[src/rtl/sdram_cmd_decode_if.sv]
// Byte-stream, trigger and write-FIFO drain signals between the command decoder
// and its neighbours (stream source as master side, decoder as slave side).
interface sdram_cmd_decode_if #(
  parameter int CNT_W = 5
);
  logic [7:0]       rx_data;
  logic             rx_valid;
  logic             wr_trig;
  logic             rd_trig;
  logic             wfifo_rd_en;
  logic [7:0]       wfifo_rd_data;
  logic             fifo_empty;
  logic             fifo_full;
  logic [CNT_W-1:0] fifo_cnt;
  logic             cmd_err;
  logic             busy;

  modport slave (
    input  rx_data, rx_valid, wfifo_rd_en,
    output wr_trig, rd_trig, wfifo_rd_data, fifo_empty, fifo_full, fifo_cnt,
           cmd_err, busy
  );

  modport master (
    output rx_data, rx_valid, wfifo_rd_en,
    input  wr_trig, rd_trig, wfifo_rd_data, fifo_empty, fifo_full, fifo_cnt,
           cmd_err, busy
  );
endinterface

[src/rtl/sdram_cmd_decode.sv]
// Parses a byte stream into SDRAM write/read triggers and buffers write payload
// in a small FIFO drained by the controller's write stage.
module sdram_cmd_decode #(
  parameter int         WR_BURST_LEN = 4,
  parameter int         FIFO_DEPTH   = 16,
  parameter int         CNT_W        = 5,
  parameter logic [7:0] CMD_WR       = 8'h55,
  parameter logic [7:0] CMD_RD       = 8'hAA
) (
  input  logic              sclk,
  input  logic              reset,
  sdram_cmd_decode_if.slave bus
);
  localparam int PTR_W = $clog2(FIFO_DEPTH);
  localparam int BC_W  = (WR_BURST_LEN > 1) ? $clog2(WR_BURST_LEN) : 1;
  localparam logic [BC_W-1:0] BC_LAST = BC_W'(WR_BURST_LEN - 1);

  typedef enum logic {S_IDLE, S_WDATA} state_e;

  state_e            state_q, state_d;
  logic [BC_W-1:0]   byte_cnt_q, byte_cnt_d;
  logic              drop_q, drop_d;
  logic              wr_trig_q, wr_trig_d;
  logic              rd_trig_q, rd_trig_d;
  logic              cmd_err_q, cmd_err_d;
  logic [PTR_W-1:0]  wptr_q, rptr_q;
  logic [CNT_W-1:0]  cnt_q, cnt_d;
  logic [7:0]        rd_data_q;
  logic [7:0]        mem [FIFO_DEPTH];
  logic              push, pop, full;

  assign full = (cnt_q == CNT_W'(FIFO_DEPTH));

  always_comb begin
    state_d    = state_q;
    byte_cnt_d = byte_cnt_q;
    drop_d     = drop_q;
    wr_trig_d  = 1'b0;
    rd_trig_d  = 1'b0;
    cmd_err_d  = 1'b0;
    push       = 1'b0;
    pop        = bus.wfifo_rd_en && (cnt_q != '0);
    unique case (state_q)
      S_IDLE: begin
        if (bus.rx_valid) begin
          if (bus.rx_data == CMD_WR) begin
            state_d    = S_WDATA;
            byte_cnt_d = '0;
            drop_d     = 1'b0;
          end else if (bus.rx_data == CMD_RD) begin
            rd_trig_d = 1'b1;
          end else begin
            cmd_err_d = 1'b1;
          end
        end
      end
      S_WDATA: begin
        if (bus.rx_valid) begin
          // A same-cycle pop frees a slot, so a full FIFO still accepts the byte.
          if (!full || pop) begin
            push = 1'b1;
          end else begin
            cmd_err_d = 1'b1;
            drop_d    = 1'b1;
          end
          // Framing advances even on dropped bytes; a lossy burst never triggers.
          if (byte_cnt_q == BC_LAST) begin
            state_d    = S_IDLE;
            byte_cnt_d = '0;
            wr_trig_d  = !drop_d;
          end else begin
            byte_cnt_d = byte_cnt_q + BC_W'(1);
          end
        end
      end
      default: state_d = S_IDLE;
    endcase
    unique case ({push, pop})
      2'b10:   cnt_d = cnt_q + CNT_W'(1);
      2'b01:   cnt_d = cnt_q - CNT_W'(1);
      default: cnt_d = cnt_q;
    endcase
  end

  always_ff @(posedge sclk) begin
    if (reset) begin
      state_q    <= S_IDLE;
      byte_cnt_q <= '0;
      drop_q     <= 1'b0;
      wr_trig_q  <= 1'b0;
      rd_trig_q  <= 1'b0;
      cmd_err_q  <= 1'b0;
      wptr_q     <= '0;
      rptr_q     <= '0;
      cnt_q      <= '0;
      rd_data_q  <= 8'h00;
    end else begin
      state_q    <= state_d;
      byte_cnt_q <= byte_cnt_d;
      drop_q     <= drop_d;
      wr_trig_q  <= wr_trig_d;
      rd_trig_q  <= rd_trig_d;
      cmd_err_q  <= cmd_err_d;
      cnt_q      <= cnt_d;
      if (push) wptr_q <= wptr_q + PTR_W'(1);
      if (pop) begin
        rptr_q    <= rptr_q + PTR_W'(1);
        rd_data_q <= mem[rptr_q];
      end
    end
  end

  // Storage needs no reset: occupancy is tracked solely by the pointers/count.
  always_ff @(posedge sclk) begin
    if (push) mem[wptr_q] <= bus.rx_data;
  end

  assign bus.wr_trig       = wr_trig_q;
  assign bus.rd_trig       = rd_trig_q;
  assign bus.cmd_err       = cmd_err_q;
  assign bus.wfifo_rd_data = rd_data_q;
  assign bus.fifo_cnt      = cnt_q;
  assign bus.fifo_empty    = (cnt_q == '0);
  assign bus.fifo_full     = full;
  assign bus.busy          = (state_q == S_WDATA);
endmodule

[src/flat_wrapper.sv]
// flat-port wrapper written by rule: the top's interface ports become plain ports
module sdram_cmd_decode_flat 
#(
  parameter int         WR_BURST_LEN = 4,
  parameter int         FIFO_DEPTH   = 16,
  parameter int         CNT_W        = 5,
  parameter logic [7:0] CMD_WR       = 8'h55,
  parameter logic [7:0] CMD_RD       = 8'hAA
)
  (sclk, reset, bus_rx_data, bus_rx_valid, bus_wfifo_rd_en, bus_wr_trig, bus_rd_trig, bus_wfifo_rd_data, bus_fifo_empty, bus_fifo_full, bus_fifo_cnt, bus_cmd_err, bus_busy);
  sdram_cmd_decode_if #(.CNT_W(CNT_W)) bus_i ();
  input  logic sclk;
  input  logic reset;
  input wire logic [$bits(bus_i.rx_data)-1:0] bus_rx_data;
  input wire logic [$bits(bus_i.rx_valid)-1:0] bus_rx_valid;
  input wire logic [$bits(bus_i.wfifo_rd_en)-1:0] bus_wfifo_rd_en;
  output wire logic [$bits(bus_i.wr_trig)-1:0] bus_wr_trig;
  output wire logic [$bits(bus_i.rd_trig)-1:0] bus_rd_trig;
  output wire logic [$bits(bus_i.wfifo_rd_data)-1:0] bus_wfifo_rd_data;
  output wire logic [$bits(bus_i.fifo_empty)-1:0] bus_fifo_empty;
  output wire logic [$bits(bus_i.fifo_full)-1:0] bus_fifo_full;
  output wire logic [$bits(bus_i.fifo_cnt)-1:0] bus_fifo_cnt;
  output wire logic [$bits(bus_i.cmd_err)-1:0] bus_cmd_err;
  output wire logic [$bits(bus_i.busy)-1:0] bus_busy;
  assign bus_i.rx_data = bus_rx_data;
  assign bus_i.rx_valid = bus_rx_valid;
  assign bus_i.wfifo_rd_en = bus_wfifo_rd_en;
  assign bus_wr_trig = bus_i.wr_trig;
  assign bus_rd_trig = bus_i.rd_trig;
  assign bus_wfifo_rd_data = bus_i.wfifo_rd_data;
  assign bus_fifo_empty = bus_i.fifo_empty;
  assign bus_fifo_full = bus_i.fifo_full;
  assign bus_fifo_cnt = bus_i.fifo_cnt;
  assign bus_cmd_err = bus_i.cmd_err;
  assign bus_busy = bus_i.busy;
  sdram_cmd_decode #(.WR_BURST_LEN(WR_BURST_LEN), .FIFO_DEPTH(FIFO_DEPTH), .CNT_W(CNT_W), .CMD_WR(CMD_WR), .CMD_RD(CMD_RD)) u_core (.sclk(sclk), .reset(reset), .bus(bus_i));
endmodule
[config.mk]
export PLATFORM = sky130hd
export DESIGN_NAME = sdram_cmd_decode_flat
export DESIGN_NICKNAME = d
export VERILOG_FILES = /design/src/rtl/sdram_cmd_decode_if.sv /design/src/rtl/sdram_cmd_decode.sv /design/src/flat_wrapper.sv
export SDC_FILE = /design/constraint.sdc
export NUM_CORES = 1
export LEC_CHECK = 0
export CAP_MARGIN = 40
export CORE_MARGIN = 5
export CORE_UTILIZATION = 59
export DETAILED_ROUTE_END_ITERATION = 8
export GPL_ROUTABILITY_DRIVEN = 0
export PLACE_DENSITY = 0.78
export SYNTH_ARGS = -nofsm -noshare
export SYNTH_HDL_FRONTEND = slang
export SYNTH_SLANG_ARGS = --single-unit
[constraint.sdc]
create_clock -name sclk -period 4.4 [get_ports sclk]
set_clock_uncertainty 0.1 [all_clocks]
set_input_delay 1.32 -clock sclk [delete_from_list [all_inputs] [get_ports sclk]]
set_output_delay 1.32 -clock sclk [all_outputs]
set_load 0.005 [all_outputs]
==> run metrics <==
status=completed; area leader, netlist=edfxtp_1; ys async rst share=0; critical path type=input pin to register; most frequent cells in the layout=edfxtp_1 (128), mux2i_1 (34), clkdlybuf4s50_1 (30), nor2_1 (28), dfxtp_1 (27); # DRC=0; post-CTS sizing=0; diode count=0; HP Class=register to register; Final Hold Fails=0; syn_nets=418; Pleak=2.37 nW; Initial Util=0.608; final setup fails=0; Critical Path RT=4.72 ns; Avg WL per Cell=21.6 um; most common cell after layout, fill and taps aside=edfxtp_1; top cell type's share of synthesized area=0.610; Cell Count Post-Placement=556; critical path fanouts, max=6; Combinational Power Share=0.016; fin crit share=0.838; gr usage total=0.211; ys flop type=edfxtp_1; Final Non-Filler Cells=588; Root Buffer Master=clkbuf_8; grt peak-use layer=met2; Clock transition at path regs=0.07 ns; Startpoint Class=input pin; slack of the worst reg-to-reg path=1.12 ns; post-DP HPWL=8130 um; reg2reg start=u_core.bus.fifo_cnt[0]; sw frac=0.198; Rel. slew slack=0.437; total grt overflow=0; Power, Total=3.09 mW; synthesis warning total=0; vias per inst=6.13; die area=12,900 um2; Sw Pwr=0.611 mW; clk sinks=156; post-CTS setup repair buffer count=0; TritonCTS clock tree=done; via count=3,605; HP Start=u_core.drop_q; VDD IR-drop max=0.000292 V; Critical Path AT=4.00 ns; Hold Path Stages=1; Final TNS setup=0 ns; Worst R2R End=u_core.bus.fifo_cnt[4]; Max Fclk=271 MHz; met3 usage=0.0535; cell internal pwr=2.48 mW; CP endpoint kind=register; number of synthesized flops with an enable pin=128; Global Route met1 Usage=0.271; pin count of the biggest net entering global routing=29; die width=113 um; CORE AREA=10,400 um2; routing usage on met2=0.350; H-tree levels=4; Slew @ Worst Pin=0.841 ns; Synth area leaders=edfxtp_1 (61%), dfxtp_1 (8.9%), mux4_2 (5.7%); Post-CTS Hold Buffers=0; die height=113 um; post-route ant nets=0; Pre-antenna DRT Iters=6; synthesized area=6300 um2; Max-Cap Viols=0; Clock Path Buffers=2; clock network fraction of design power=0.467; Yosys reg bits=156; sequential share of the synthesized area=0.699; 1st-iter DRT viols=348; area grow syn2layout=16.9%; Syn Area/Cell=16.0 um2; Post-layout nets=462; cell count of the worst reg-to-reg path=9; Seq pwr share=0.517; Max Slew Vio Count=0; first-pass GRT wire length=20,000 um; CTS buffer count=17; Total Wirelength=12,700 um; clk_lat worst skew=0.53 ns; number of global-route vias before repair=3,659; post-synth cell types=45; pwr dens=419 nW/um2; Hold EP=u_core.bus.wr_trig; initial antenna violation count=0; Site Rows=37; IO Port Bufs=30; post-synthesis instance total=395; crit path time final=3.69 ns; I/O pin cnt=31; RSZ-0062 raised after global routing=no; share of layout cells above drive strength 1=0.173
## worst max-delay path, stage by stage
cell and delay, ns:
clkdlybuf4s50_1 0.52, and2_1 0.27, o21a_4 0.20, inv_2 0.06, ha_1 0.27, fa_1 0.43
a21o_1 0.20, a21oi_1 0.16, mux2i_1 0.22, mux2_2 0.35
## kinds of logic (layout without fill, tap and decap cells)
logic type,count (synthesis),in the layout,synth area share
adder cells (fa/ha/maj),11,11,0.0230
AO/OA/AOI/OAI,45,45,0.0510
multiplexers,51,51,0.113
XOR/XNOR,8,8,0.0111
buffers and inverters,27,84,0.0226
flip-flops,156,156,0.699
AND/OR/NAND/NOR,97,97,0.0806
## power by group through the flow
stage / clock network [mW] / registers [mW] / logic, mW
after floorplan: 0 / 1.63 / 0.00844
final: 1.44 / 1.60 / 0.0502
after CTS: 1.45 / 1.60 / 0.0499
after detailed placement: 0 / 1.63 / 0.0498
after global placement: 0 / 1.63 / 0.0465
after global routing: 1.52 / 1.59 / 0.0532
## state kept, by name (all words and copies together) (netlist names)
name,count
u_core.bus.busy,1
u_core.bus.rd_trig,1
u_core.bus.fifo_cnt,5
u_core.mem,128
u_core.bus.cmd_err,1
u_core.bus.wr_trig,1
u_core.rptr_q,4
u_core.bus.wfifo_rd_data,8
u_core.drop_q,1
u_core.wptr_q,4
u_core.byte_cnt_q,2
## cells in the mapped netlist, types with 2 or more instances
library cell,number
nand2_1,13
nor2_1,28
or3_1,2
buf_4,4
xor2_1,5
o22ai_1,16
dfxtp_1,28
edfxtp_1,128
inv_2,2
nand2b_1,4
buf_2,3
o21ai_0,2
a22o_1,8
buf_6,3
nand3b_1,2
o211ai_1,2
xnor2_1,3
a21oi_1,9
buf_1,5
ha_1,10
nand3_1,5
nor2_2,8
nor4bb_1,4
mux2i_1,34
nor4_1,8
nor3_1,14
clkbuf_1,6
nor2b_1,3
mux4_2,16
a21o_1,2
inv_1,4
## through the flow
stage	util	cell area [um2]	hold slack, ns	setup slack [ns]
CTS	0.711	7370	0.337	0.732
global route	0.711	7370	0.357	0.554
detailed placement	0.654	6780	0.330	0.173
floorplan	-	6300	0.292	0.918
finish	0.711	7370	0.332	0.714
global placement	0.653	6770	0.320	0.283
## metal layers
layer  up-vias  part of all wire
li1       1623                 -
met5         -                 0
met1      1822              0.40
met2       134              0.50
met4         0             0.025
met3        26             0.071
## worst max-delay path by stage
stage	start	to	slack, ns	depth (start not counted)
2_1_floorplan	bus_rx_valid	u_core.bus.fifo_cnt[4]	0.92	9
3_3_place_gp	bus_wfifo_rd_en	u_core.bus.fifo_cnt[4]	0.28	10
3_5_place_dp	bus_rx_valid	u_core.bus.fifo_cnt[4]	0.17	10
4_1_cts	bus_rx_valid	u_core.bus.fifo_cnt[4]	0.73	10
5_1_grt	bus_rx_valid	u_core.bus.fifo_cnt[4]	0.55	10
6_report	bus_rx_valid	u_core.bus.fifo_cnt[4]	0.71	10
## layout make-up
cell class / count / area, um2
Clock buffer: 18 / 418
Clock inverter: 14 / 168
Fill cell: 671 / 3000
Inverter: 6 / 22.5
Multi-Input combinational cell: 212 / 1760
Sequential cell: 156 / 4410
Tap cell: 136 / 170
Timing Repair Buffer: 46 / 428
(Power assumes the default switching activity.)
